===== config.mk =====
export PLATFORM = sky130hd
export DESIGN_NAME = interval_timer
export DESIGN_NICKNAME = d
export VERILOG_FILES = /design/src/rtl/traffic_pkg.sv /design/src/rtl/tick_prescaler.sv /design/src/rtl/interval_timer.sv
export SDC_FILE = /design/constraint.sdc
export NUM_CORES = 1
export LEC_CHECK = 0
export CAP_MARGIN = 20
export CORE_ASPECT_RATIO = 0.8
export CORE_UTILIZATION = 30
export CTS_CLUSTER_SIZE = 24
export DETAILED_ROUTE_END_ITERATION = 8
export GPL_ROUTABILITY_DRIVEN = 1
export PLACE_DENSITY = 0.56
export SLEW_MARGIN = 20
export SYNTH_ARGS = -nofsm -noshare
export SYNTH_HDL_FRONTEND = slang
export SYNTH_SLANG_ARGS = --single-unit

===== constraint.sdc =====
create_clock -name clk -period 2 [get_ports clk]
set_clock_uncertainty 0.15 [all_clocks]
set_input_delay 0.2 -clock clk [delete_from_list [all_inputs] [get_ports clk]]
set_output_delay 0.2 -clock clk [all_outputs]
set_load 0.01 [all_outputs]

===== src/rtl/traffic_pkg.sv =====
// Shared definitions for the traffic controller: selector codes used by the
// traffic-state FSM and this timer, timer state encodings, duration decode.
package traffic_pkg;

  localparam logic [1:0] SEL_BASE = 2'b00;
  localparam logic [1:0] SEL_EXT  = 2'b01;
  localparam logic [1:0] SEL_YEL  = 2'b10;
  localparam logic [1:0] SEL_DBL  = 2'b11;

  typedef enum logic [1:0] {
    IDLE  = 2'b00,
    COUNT = 2'b01,
    DONE  = 2'b10
  } timer_state_e;

  // Selected interval length in whole seconds; doubled base tops out at 30.
  function automatic logic [4:0] decode_duration(
    input logic [1:0] sel,
    input logic [3:0] t_base,
    input logic [3:0] t_ext,
    input logic [3:0] t_yel
  );
    logic [4:0] d;
    case (sel)
      SEL_BASE: d = {1'b0, t_base};
      SEL_EXT:  d = {1'b0, t_ext};
      SEL_YEL:  d = {1'b0, t_yel};
      default:  d = {t_base, 1'b0};
    endcase
    return d;
  endfunction

endpackage


===== src/rtl/tick_prescaler.sv =====
// Divides the system clock down to a one-second boundary strobe.
// tick is high during the last cycle of each second so that the edge which
// wraps the counter is the second boundary.
module tick_prescaler #(
  parameter int CLK_HZ = 25_000_000
) (
  input  logic clk,
  input  logic reset,
  input  logic clear,
  input  logic enable,
  output logic tick
);

  localparam int PRE_W = (CLK_HZ > 1) ? $clog2(CLK_HZ) : 1;
  localparam logic [PRE_W-1:0] LAST = PRE_W'(CLK_HZ - 1);

  logic [PRE_W-1:0] cnt;

  // Count 0..CLK_HZ-1 while enabled; clear restarts the second from zero.
  always_ff @(posedge clk) begin
    if (reset || clear)
      cnt <= '0;
    else if (enable)
      cnt <= (cnt == LAST) ? '0 : cnt + 1'b1;
  end

  assign tick = enable && !clear && (cnt == LAST);

endmodule


===== src/rtl/interval_timer.sv =====
// Interval timer answering the traffic FSM's start_timer request: latches the
// selected duration, counts it down in whole seconds and pulses expired.
module interval_timer
  import traffic_pkg::*;
#(
  parameter int CLK_HZ = 25_000_000
) (
  input  logic       clk,
  input  logic       reset,
  input  logic       start_timer,
  input  logic [1:0] selector,
  input  logic [3:0] t_base,
  input  logic [3:0] t_ext,
  input  logic [3:0] t_yel,
  output logic       expired,
  output logic       busy,
  output logic       sec_tick,
  output logic [4:0] remaining
);

  timer_state_e state, state_d;
  logic [4:0]   rem_d;
  logic         exp_d, tick_d, busy_d;
  logic         sec_boundary;
  logic [4:0]   new_dur;

  assign new_dur = decode_duration(selector, t_base, t_ext, t_yel);

  // The prescaler only runs while counting; a start always begins a fresh second.
  tick_prescaler #(.CLK_HZ(CLK_HZ)) u_pre (
    .clk    (clk),
    .reset  (reset),
    .clear  (start_timer || (state != COUNT)),
    .enable (state == COUNT),
    .tick   (sec_boundary)
  );

  // Next-state and next-output decode; a start overrides whatever the old
  // interval would have done on this edge, including its expiry.
  always_comb begin
    state_d = state;
    rem_d   = remaining;
    exp_d   = 1'b0;
    tick_d  = 1'b0;
    if (start_timer) begin
      rem_d   = new_dur;
      state_d = (new_dur == 5'd0) ? DONE : COUNT;
    end else begin
      case (state)
        COUNT: begin
          if (sec_boundary) begin
            if (remaining == 5'd1) begin
              rem_d   = 5'd0;
              state_d = DONE;
              exp_d   = 1'b1;
            end else begin
              rem_d  = remaining - 5'd1;
              tick_d = 1'b1;
            end
          end
        end
        // A zero-length start lands here with expired still low, so it fires
        // one edge later; a counted interval already fired on entry.
        DONE: begin
          state_d = IDLE;
          exp_d   = !expired;
        end
        default: ;
      endcase
    end
    busy_d = (state_d == COUNT);
  end

  // State and all outputs are registered.
  always_ff @(posedge clk) begin
    if (reset) begin
      state     <= IDLE;
      remaining <= 5'd0;
      expired   <= 1'b0;
      busy      <= 1'b0;
      sec_tick  <= 1'b0;
    end else begin
      state     <= state_d;
      remaining <= rem_d;
      expired   <= exp_d;
      busy      <= busy_d;
      sec_tick  <= tick_d;
    end
  end

endmodule

; ---- After elaboration in Yosys (flattened, before gate mapping)
; Cells that the tools add are included.
; W data, S select, Z words.
[op_classes]
addsub = 2
n_eq_ne = 8
mux = 15
bitwise = 2
reduce_logical = 13
[ops]
columns = op, count
row1 = $add A25 B1 Y25 const B, 1
row2 = $eq A25 B25 Y1 const B, 1
row3 = $mux W25, 1
row4 = $mux W5, 4
row5 = $pmux W5 S3, 1
row6 = $mux W2, 4
row7 = $eq A2 B1 Y1 const B, 3
row8 = $eq A5 B1 Y1 const B, 1
row9 = $logic_not A5 Y1, 1
row10 = $sub A5 B1 Y5 const B, 1
row11 = $eq A2 B2 Y1 const B, 2
row12 = $pmux W2 S2, 1
row13 = $reduce_bool A2 Y1, 2
row14 = $reduce_or A4 Y1, 1
row15 = $mux W1, 3
row16 = $logic_and A1 B1 Y1, 2
row17 = $logic_not A1 Y1, 2
row18 = $logic_not A2 Y1, 1
row19 = $logic_or A1 B1 Y1, 2
row20 = $ne A2 B1 Y1 const B, 1
row21 = $not A1 Y1, 2
row22 = $pmux W1 S2, 1
row23 = $reduce_and A2 Y1, 1
row24 = $reduce_or A2 Y1, 1
[word_totals]
reg_bits = 35
elab_cells = 46

; ---- Depth between registers and ports, before layout
[logic_depth]
ltp_word = 9
depth_mapped = 7
ltp_nobuf = 6

; ---- By module
; A second synthesis with hierarchy kept.
[hier_totals]
cells_unflattened = 220
hier_area_um2 = 1875.5
[modules_own_cells]
columns = module, instances, cells_each, area_per_inst_um2
row1 = tick_prescaler, 1, 140, 1196.1
row2 = interval_timer, 1, 80, 679.4

; ---- Worst setup path before layout
; No wires, ideal clock.
[synth_path]
kind = flip-flop to flip-flop
startpoint = reg remaining[0]
endpoint = reg remaining[3]
arrival_time_ns = 1.749
required_time_ns = 1.714
slack_ns = -0.035
path_stages_with_launch = 6
path_buffers = 0
cell_sequence = dfxtp_1 ha_1 nor4b_1 a211oi_1 a2111oi_0 a211oi_1
[synth_between]
elab_chain_cells = 5
[synth_lines]
columns = item, line_no
row1 = "start, declared", interval_timer.sv:18  ; output logic [4:0] remaining
row2 = "start signal, assigned", interval_timer.sv:84  ; remaining <= rem_d;
row3 = $sub A5 B1 Y5 or $eq A5 B1 Y1 (tied branches), "interval_timer.sv:57, interval_timer.sv:52"
row4 = $mux W5 (*), interval_timer.sv:52  ; if (remaining == 5'd1) begin
row5 = $mux W5 (*), interval_timer.sv:51  ; if (sec_boundary) begin
row6 = $mux W5 (*), interval_timer.sv:49  ; case (state)
row7 = $mux W5 (*), interval_timer.sv:45  ; if (start_timer) begin
; Mark *: on every way between the ends. The rest lies on a longest branch, timed or not. The select of a mux whose other input is x is not followed.
; A chain may end at the register's enable or synchronous reset.

; ---- Worst setup path after layout
[layout_path]
startpoint = reg state[1]
endpoint = reg u_pre.cnt[20]
[layout_between]
elab_chain_cells = 3
[layout_lines]
columns = item, line_no
row1 = "start, declared", interval_timer.sv:21  ; timer_state_e state, state_d;
row2 = "start signal, assigned", interval_timer.sv:83  ; state <= state_d;
row3 = $ne A2 B1 Y1, interval_timer.sv:33  ; .clear (start_timer || (state != COUNT)),
row4 = $logic_or A1 B1 Y1, interval_timer.sv:33
row5 = $logic_or A1 B1 Y1, tick_prescaler.sv:21  ; if (reset || clear)
row6 = "end signal, assigned", tick_prescaler.sv:24  ; cnt <= (cnt == LAST) ? '0 : cnt + 1'b1;
row7 = "end, declared", tick_prescaler.sv:17  ; logic [PRE_W-1:0] cnt;
; Parallel ways exist; a longest one is shown, timed or not.

==> results.py <==
metrics = {
    "power_and_ir_drop": {
        "switching_share_pct": 24.6,
        "p_leak_nw": 0.965,
        "power.internal_mw": 1.15,
        "clkPwrFrac_pct": 38.8,
        "combPwrFrac_pct": 13.6,
        "ir_worst_vdd_v": 0.000255,
        "p_switching_uw": 375,
        "sequentialPowerShare_pct": 47.5,
        "power_density_nw_per_um2": 540,
    },
    "synthesis": {
        "synth_fp_nets": 257,
        "yosys.area.top_type": "dfxtp_1",
        "synthTopCellsByCount": "dfxtp_1 (35), a21oi_1 (17), nor2_1 (16)",
        "synth_most_common_cell": "dfxtp_1",
        "ys_ff_latch": 35,
        "ys_seq_area_share_pct": 34.8,
        "synth_cell_types": 46,
        "syn-cell-area_sq_um": 2010,
        "synth_edf_count": 0,
        "yosysTopAreaCellShare_pct": 34.8,
        "yosysWarningCount": 0,
        "synthArstFlopShare_pct": 0,
        "yosys-top-cells-area": "dfxtp_1 (35%), a21oi_1 (4.2%), nand4_1 (3.7%)",
        "synthFlopType": "dfxtp_1",
        "synth_cells": 235,
        "avgSynthCellArea_sq_um": 8.57,
    },
    "placed_design": {
        "dp_hpwl_microns": 4060,
        "dp.cells": 374,
        "port_buffers": 24,
        "dp_slack_ns": -0.218,
        "globalplace.congestion": 0.812,
    },
    "clock_tree": {
        "clkLatencyLatePin_ns": 0.29,
        "ctsRootBufferMaster": "clkbuf_8",
        "clkSlewWorstSetupHoldPaths_ns": 0.08,
        "cts.sinks": 35,
        "cts_buffer_depth": 2,
        "hold_buffers": 0,
        "cts_buffers": 5,
        "htree_levels": 2,
        "cts_tree": "done",
    },
    "critical_path": {
        "path_max_fanout": 5,
        "critPathRequiredTime_ns": 2.08,
        "crit_chain": "inv_2, ha_4, buf_6, and3_4, nand4_1, or4_4, a21oi_2",
        "rrSetupSlack_ns": 0.05,
        "crit_path_max_incr_delay_ns": 0.60,
        "path_class": "reg -> reg",
        "crit_slowest_cell": "or4_4",
        "crit_family": "simple AND/OR/NAND/NOR gates",
        "cp-start-kind": "flip-flop",
        "cp.buffers_inverters": 2,
        "cp-end-kind": "flip-flop",
        "arrival_ns": 2.04,
    },
    "global_route": {
        "grt_antenna_before_repair": 0,
        "grt_start_max_net_pins": 22,
        "grt_overflow": 0,
        "grt_pass1_wl_microns": 8730,
        "grt_pass1_vias": 1782,
        "grt_usage_pct": 16.1,
    },
    "detailed_routing": {
        "wl_met2_microns": 2120,
        "drt-met1-wl_microns": 2910,
        "wl_met3_microns": 256,
        "routed_wl_microns": 5350,
        "first_pass_iters": 4,
        "remaining_drc_errors": 0,
        "avgViaCountPerCell": 5.20,
        "drt_iter0_markers": 80,
        "ant_nets": 0,
        "highest_layer": "met4",
        "wl_per_cell_microns": 13.9,
        "vias": 1996,
    },
    "floorplanning": {
        "core_area_sq_um": 6440,
        "fp.dieW_microns": 93.6,
        "die_h_microns": 75.3,
        "die-area_sq_um": 7040,
        "num_rows": 26,
        "start_util_pct": 31.3,
        "io_pins": 25,
    },
    "timing": {
        "worstMarginPinSlew_ns": 0.335,
        "setup_ws_ns": 0.0481,
        "timing.final.crit_period_ns": 1.95,
        "hold_viol_final": 0,
        "tns_ns": 0,
        "fmax_mhz": 512,
        "final-setup-viol-count": 0,
        "slew-limit-headroom_pct": 77.6,
        "drv_slew": 0,
        "min_period_over_period_pct": 97.6,
        "rsz0062_at_grt": "true",
        "timing.hold.ws_ns": 0.367,
    },
    "layout": {
        "fin_util_pct": 43.8,
        "diodes": 0,
        "fin_cells": 384,
        "multi_input_area_sq_um": 1280,
        "syn2layout_area_growth_pct": 40.0,
        "num-fill-cells": 624,
        "drive_above_1_share_pct": 25.7,
        "ff_latch_area_sq_um": 706,
        "final_nets": 321,
    },
    "job": {
        "maxCapViolCount": 0,
    },
    "min_path": {
        "hold_path.class": "reg -> reg",
    },
    "run_status": {
        "status": "finished clean",
    },
}
-- layout make-up --
| cell class | instances | share of cell area (%) |
|---|---|---|
| well taps | 84 | 3.73 |
| multi-input cells | 180 | 45.5 |
| flip-flops and latches | 35 | 25.0 |
| inverters | 8 | 1.07 |
| clock buffers | 8 | 3.55 |
| repair buffers | 69 | 21.1 |
-- registers in the layout, indices dropped and copies added, names as in the netlist --
name       flops
u_pre.cnt     25
remaining      5
state          2
busy           1
expired        1
sec_tick       1
-- power groups by stage --
stage | clock network [mW] | registers, mW | logic [mW]
6_report | 0.591 | 0.724 | 0.207
3_5_place_dp | 0 | 0.738 | 0.199
4_1_cts | 0.598 | 0.722 | 0.201
2_1_floorplan | 0 | 0.740 | 0.0860
5_1_grt | 0.636 | 0.725 | 0.225
3_3_place_gp | 0 | 0.738 | 0.199
-- routing by layer --
layer  up-vias  track usage [%]
met5         -                0
met4         0             4.79
met3         8             4.34
met2        35             21.3
met1       927             24.8
li1       1026                -
-- cells by family (layout without fill, tap and decap cells) --
group,count (synthesis),in the layout,share of synthesized area [%]
xor+xnor,9,9,3.92
mux,8,8,5.22
compound gates,55,55,17.5
buf+inv,20,85,4.48
flops,35,35,34.8
simple gates,103,103,31.0
fa+ha+maj,5,5,3.11
-- final timing paths --
check / startpoint / depth (start not counted) / end
setup / recovery: state[1] / 7 / u_pre.cnt[20]
hold / removal: u_pre.cnt[14] / 2 / u_pre.cnt[14]
setup reg to reg: state[1] / 7 / u_pre.cnt[20]
hold reg to reg: u_pre.cnt[14] / 2 / u_pre.cnt[14]
-- cells in the final DEF, fill, tap and decap left out, types with 5 or more instances in the layout --
cell | Yosys | routed
clkbuf_8 | 0 | 7
dfxtp_1 | 35 | 31
clkdlybuf4s50_1 | 0 | 24
or3_1 | 10 | 10
inv_1 | 8 | 7
xnor2_1 | 6 | 6
nor2_1 | 16 | 16
o211ai_1 | 7 | 7
nand3_1 | 10 | 10
o31ai_1 | 5 | 5
nand2_1 | 9 | 9
a21oi_1 | 17 | 16
mux2i_1 | 6 | 6
or4_1 | 6 | 5
and4_1 | 7 | 6
nand4_1 | 12 | 12
o21ai_0 | 12 | 12
buf_4 | 1 | 43
-- worst reg2reg max path: cells and delay by family, from the launching register on --
kind	cells	cell delay, ns
and+or+nand+nor	3	0.98
adders and majority gates	1	0.16
buffers and inverters	2	0.17
DFF	1	0.33
AOI/OAI and AO/OA	1	0.11
-- timing repair --
action                     CTS  global route
pin swaps                    0             5
setup endpoints to repair    5            29
buffers inserted             1             1
resized for setup            2            17
-- through the flow --
stage	total power [mW]	area, sq um
2_1_floorplan	0.826	2020
3_3_place_gp	0.937	2640
3_5_place_dp	0.937	2640
4_1_cts	1.52	2760
5_1_grt	1.59	2820
6_report	1.52	2820
No activity file was read; power rests on OpenSTA's default activity.
